===== src/rtl/fifo_rd_streamer.sv =====
// fifo_rd_streamer: drains a sync FIFO into a valid/ready stream via a 2-entry skid buffer; FIFO_RD_STATS_EN adds xfer_count
module fifo_rd_streamer #(
  parameter int DATA_WIDTH = 8,
  parameter int CNT_WIDTH  = 16
) (
  input  logic                  clk,
  input  logic                  rst,
  input  logic                  enable,
  input  logic                  fifo_empty,
  input  logic [DATA_WIDTH-1:0] fifo_dout,
  output logic                  fifo_rd_en,
  output logic                  m_valid,
  input  logic                  m_ready,
  output logic [DATA_WIDTH-1:0] m_data,
  output logic                  busy
`ifdef FIFO_RD_STATS_EN
  ,
  output logic [CNT_WIDTH-1:0]  xfer_count
`endif
);
  logic [1:0] occ_q, occ_d;
  logic [2:0] need;
  logic inflight_q, inflight_d, wr_ptr_q, wr_ptr_d, rd_ptr_q, rd_ptr_d, pop;
  logic [DATA_WIDTH-1:0] buf_q [2];
  logic [DATA_WIDTH-1:0] buf_d [2];
  assign m_valid = occ_q != 2'd0;
  assign m_data  = buf_q[rd_ptr_q];
  assign busy    = inflight_q || m_valid;
  always_comb begin
    pop = m_valid && m_ready;
    need = {1'b0, occ_q} + {2'b0, inflight_q} - {2'b0, pop};
    fifo_rd_en = !rst && enable && !fifo_empty && (need < 3'd2);
    occ_d = need[1:0];
    inflight_d = fifo_rd_en;
    wr_ptr_d = wr_ptr_q ^ inflight_q;
    rd_ptr_d = rd_ptr_q ^ pop;
    buf_d = buf_q;
    if (inflight_q) buf_d[wr_ptr_q] = fifo_dout;
  end
  always_ff @(posedge clk or posedge rst) begin
    if (rst) begin
      occ_q      <= '0;
      inflight_q <= 1'b0;
      wr_ptr_q   <= 1'b0;
      rd_ptr_q   <= 1'b0;
      buf_q      <= '{default: '0};
    end else begin
      occ_q      <= occ_d;
      inflight_q <= inflight_d;
      wr_ptr_q   <= wr_ptr_d;
      rd_ptr_q   <= rd_ptr_d;
      buf_q      <= buf_d;
    end
  end
`ifdef FIFO_RD_STATS_EN
  logic [CNT_WIDTH-1:0] xfer_q, xfer_d;
  assign xfer_count = xfer_q;
  always_comb xfer_d = pop ? xfer_q + CNT_WIDTH'(1) : xfer_q;
  always_ff @(posedge clk or posedge rst) begin
    if (rst) xfer_q <= '0;
    else xfer_q <= xfer_d;
  end
`endif
endmodule


===== config.mk =====
export PLATFORM = sky130hd
export DESIGN_NAME = fifo_rd_streamer
export DESIGN_NICKNAME = d
export VERILOG_FILES = /design/src/rtl/fifo_rd_streamer.sv
export SDC_FILE = /design/constraint.sdc
export NUM_CORES = 1
export LEC_CHECK = 0
export CAP_MARGIN = 25
export CORE_ASPECT_RATIO = 1.25
export CORE_MARGIN = 2
export CORE_UTILIZATION = 50
export CTS_BUF_LIST = sky130_fd_sc_hd__clkbuf_8
export DETAILED_ROUTE_END_ITERATION = 10
export GPL_TIMING_DRIVEN = 0
export PLACE_DENSITY = 0.89
export SYNTH_ARGS = -nofsm -noshare
export SYNTH_HDL_FRONTEND = slang
export SYNTH_SLANG_ARGS = --single-unit

===== constraint.sdc =====
create_clock -name clk -period 6.5 [get_ports clk]
set_input_delay 1.3 -clock clk [delete_from_list [all_inputs] [get_ports clk]]
set_output_delay 1.3 -clock clk [all_outputs]
set_load 0.02 [all_outputs]

Word level (Yosys, flattened, before mapping)
Index checks and enable logic that the tools add are counted.
{"block": "word_totals", "register_bits": 21, "latchBits": 0, "mem_bits_rw": 0, "mem_bits_ro": 0, "inputBits": 13, "wordCells": 31, "memories": 0}
{"block": "op_classes", "addsub": 2, "n_mul": 0, "n_div": 0, "order_cmp": 4, "n_eq_ne": 0, "n_shift": 0, "n_mux": 6, "bitwise": 4, "n_reduce_logical": 9}
{"op": "8-bit two-way mux", "count": 4}
{"op": "16-bit bitwise mux", "count": 1}
{"op": "8-bit demux with 1-bit select", "count": 1}
{"op": "1-bit logical AND", "count": 5}
{"op": "2-bit >= comparator (second input constant)", "count": 2}
{"op": "1-bit NOT with 2-bit output", "count": 2}
{"op": "2-bit by 1-bit adder with 3-bit output", "count": 1}
{"op": "3-bit by 2-bit less-than comparator with 1-bit output (second input constant)", "count": 1}
{"op": "3-bit by 1-bit subtractor with 3-bit output", "count": 1}
{"op": "1-bit logical NOT", "count": 2}
{"op": "2-bit by 1-bit less-than comparator with 1-bit output (second input constant)", "count": 1}
{"op": "2-bit nonzero test", "count": 1}
{"op": "1-bit bitwise XOR", "count": 2}
{"op": "1-bit logical OR", "count": 1}

Depth between registers and ports, before layout
Gate-level depths: netlist of run 1.
{"block": "depth", "depth_word": 6, "depth_mapped": 7, "ltp_nobuf": 7}

Worst setup path after synthesis of run 1
Ideal clock, no wire load.
{"block": "synth_path", "path_kind": "input to output", "start": "input m_ready", "end": "output fifo_rd_en", "arrival_ps": 2709, "required_ps": 5200, "slack_ps": 2491, "stages": 7, "path_buffers": 0, "cell_sequence": "o21a_2 ha_1 inv_1 ha_1 fa_1 nor2_1 and4_1"}
{"block": "synth_between", "elab_chain_cells": 4}
{"element": "start: declaration", "line": "13", "text": "input logic m_ready,"}
{"element": "1-bit logical AND", "line": "30", "text": "pop = m_valid && m_ready;"}
{"element": "3-bit by 1-bit subtractor with 3-bit output", "line": "31", "text": "need = {1'b0, occ_q} + {2'b0, inflight_q} - {2'b0, pop};"}
{"element": "via need[1]", "line": "22", "text": "logic [2:0] need;"}
{"element": "3-bit by 2-bit less-than comparator with 1-bit output", "line": "32", "text": "fifo_rd_en = !rst && enable && !fifo_empty && (need < 3'd2);"}
{"element": "1-bit logical AND", "line": "32"}
{"element": "end: declaration", "line": "11", "text": "output logic fifo_rd_en,"}
The timed path passes the listed nets, and every way through them passes these cells.

Final worst setup path of run 1
Same ends and word-level chain as after synthesis.

==> metrics.md, run 1 <==
| Metric | Value |
|---|---|
| RSZ-0062 raised after global routing | `no` |
| Vias | `588` |
| Post-synthesis cell area | `1067 sq um` |
| Post-CTS Resized | `0` |
| Mean post-synth cell area | `15.93 sq um` |
| Slew @ Worst Pin | `0.8260 ns` |
| IO Port Bufs | `23` |
| TritonRoute pass-1 iters | `2` |
| Hpwl dp | `1250 um` |
| Die Area | `2523 sq um` |
| Setup TNS | `0 ns` |
| Num CTS Buffers | `3` |
| Largest delay contributor family on the critical path | `buffers and inverters` |
| Crit path arrival time | `3.70 ns` |
| Total GRT Usage | `0.1704` |
| Rel. slew slack | `0.4488` |
| Register area share after synthesis | `0.4924` |
| Area delta synth->final | `28.25%` |
| DP Area | `1323 sq um` |
| Post-Synthesis Cells | `67` |
| CP endpoint kind | `output pin` |
| Synth Warn # | `0` |
| First-pass GRT wire length | `3029 um` |
| CTS Hold Bufs | `0` |
| Setup CP Type | `primary input to output pin` |
| Placer Congestion | `0.6265` |
| Finished Cell Area | `1369 sq um` |
| Tcrit/Tclk final | `0.7694` |
| DR WL/cell | `15.82 um` |
| Clock Latency Late Sink | `0.26 ns` |
| P per Cell Area | `472.1 nW/um^2` |
| Initial antenna violation count | `0` |
| Fmax | `200.0 MHz` |
| Peak supply drop | `0.2822 mV` |
| Initial detailed-routing violation count | `5` |
| Critical-path maximum fanout | `2` |
| Initial Util | `0.5325` |
| Antenna Cells | `0` |
| Vias in the first global route | `637` |
| Hold WC Path Type | `flip-flop to flip-flop` |
| Max-cap violations | `0` |
| Final slew viol count | `0` |
| Hold Slack | `0.5174 ns` |
| CP Launch Type | `primary input` |
| Die span in y | `55.66 um` |
| Post-route ant nets | `0` |
| Final setup fails | `0` |
| Register bit total from synthesis | `21` |
| CTS Sinks | `21` |
| CP max stage delay | `0.61 ns` |
| Status | `finished clean` |
| WP buf/inv | `3` |
| Slowest stage cell, crit path | `clkdlybuf4s50_1` |
| Top Ports | `24` |
| Largest net degree at the start of global routing | `23` |
| Clk slew on worst S/H paths | `0.07 ns` |
| Placed cells | `110` |
| Post-CTS Setup Bufs | `0` |
| Floorplan row count | `18` |
| Minimum clock period after layout | `5.001 ns` |
| Fin nets | `113` |
| CTS root buf | `clkbuf_8` |
| Pleak | `0.6633 nW` |
| Clk buf depth | `2` |
| FF-to-FF setup slack | `4.46 ns` |
| Post-Layout Cell Count | `114` |
| Layout cells sized above 1 | `0.3404` |
| Via/cell ratio | `5.158` |
| WP data required | `5.20 ns` |
| Remaining global-route overflow | `0` |
| Final Hold Fails | `0` |
| Clk_skew | `0.007744 ns` |
| Die outline width | `45.33 um` |
| Syn nets | `85` |
| Count of cell types in the netlist | `12` |
| Core area | `2004 sq um` |
| DRC | `0` |
| Final WL | `1804 um` |
| CTS H-tree lvls | `1` |
| CTS tree | `done` |
| Crit path cell chain | `clkdlybuf4s50_1 -> o21a_2 -> ha_1 -> inv_1 -> ha_1 -> fa_1 -> nor2_1 -> and4_1 -> clkdlybuf4s50_1` |
## logic make-up (layout without fill, tap and decap cells)
logic type	count (synthesis)	count (layout)	share of synthesized area
XOR/XNOR	2	2	0.01642
AND/OR/NAND/NOR	4	4	0.02345
buffers and inverters	10	37	0.05627
multiplexers	24	24	0.3376
flip-flops	21	21	0.4924
AO/OA/AOI/OAI	1	1	0.008208
adder cells (fa/ha/maj)	5	5	0.06565
## synth_stat cells
cell	count	area (sq um)
and4_1	1	8.760
buf_6	3	33.78
dfrtp_1	21	525.5
fa_1	1	20.02
ha_1	4	50.05
inv_1	7	26.28
mux2_4	24	360.4
nor2_1	1	3.750
o21a_2	1	8.760
or2_1	1	6.260
or3_1	1	6.260
xor2_1	2	17.52
## path summary, 6_finish.rpt
check                      startpoint         end  cells after the start
max                           m_ready  fifo_rd_en                      9
min                         buf_q[11]   buf_q[11]                      1
max reg2reg                  occ_q[1]  inflight_q                      7
min reg2reg                 buf_q[11]   buf_q[11]                      1
max in group asynchronous         rst   buf_q[11]                      2
min in group asynchronous         rst    buf_q[0]                      2
## power by group
group / total (mW) / internal [mW] / switching [mW] / leakage, nW
Clock: 0.0857 / 0.0427 / 0.0431 / 0.0255
Combinational: 0.340 / 0.208 / 0.132 / 0.371
Sequential: 0.221 / 0.186 / 0.0342 / 0.266
Total: 0.646 / 0.437 / 0.210 / 0.663
## per-stage QoR
stage / utilization / power (mW) / setup WS [ns]
floorplan: - / 0.4528 / 2.491
global placement: 0.6598 / 0.5549 / 1.523
detailed placement: 0.6598 / 0.5654 / 1.480
CTS: 0.6829 / 0.6536 / 1.475
global route: 0.6829 / 0.6857 / 1.371
finish: 0.6829 / 0.6462 / 1.499
## placed cells by master, fill, tap and decap left out
cell / netlist / layout
mux2_4: 24 / 24
clkdlybuf4s50_1: 0 / 23
dfrtp_1: 21 / 21
inv_1: 7 / 7
ha_1: 4 / 4
buf_6: 3 / 3
clkbuf_8: 0 / 3
xor2_1: 2 / 2
o21a_2: 1 / 1
or2_1: 1 / 1
nor2_1: 1 / 1
and4_1: 1 / 1
or3_1: 1 / 1
fa_1: 1 / 1
clkinv_2: 0 / 1
## area by class of cell
type	instances	area [sq um]
Timing Repair Buffer	23	230.2
Clock buffer	3	41.29
Clock inverter	1	5.005
Fill cell	151	635.6
Buffer	3	33.78
Inverter	7	26.28
Tap cell	20	25.02
Multi-Input combinational cell	36	481.7
Sequential cell	21	525.5
## per-layer routing
| layer | GRT usage | vias up | wire, um |
|---|---|---|---|
| li1 | - | 278 | - |
| met1 | 0.2334 | 291 | 864 |
| met2 | 0.2531 | 17 | 847 |
| met3 | 0.02922 | 2 | 65 |
| met4 | 0.08824 | 0 | 26 |
| met5 | 0 | - | 0 |
## sequential cells by signal (all words and copies together), names as in the netlist
name	cells
occ_q	2
rd_ptr_q	1
inflight_q	1
buf_q	16
wr_ptr_q	1
(Power assumes the default switching activity.)
==> inputs of run 2 (changes only) <==
==> constraint.sdc (replaced) <==
create_clock -name clk -period 4.75 [get_ports clk]
set_input_delay 0.95 -clock clk [delete_from_list [all_inputs] [get_ports clk]]
set_output_delay 0.95 -clock clk [all_outputs]
set_load 0.02 [all_outputs]
==> results of run 2 <==
Same layout as run 1 (identical final DEF). Status: finished clean.
Among the figures that moved: setup slack after placement 1.480 ns -> 0.4295 ns; setup slack after layout 1.499 ns -> 0.4490 ns; register-to-register setup slack 4.46 ns -> 2.71 ns; total power 0.6462 mW -> 0.8842 mW; worst IR drop on VDD 0.2822 mV -> 0.3861 mV
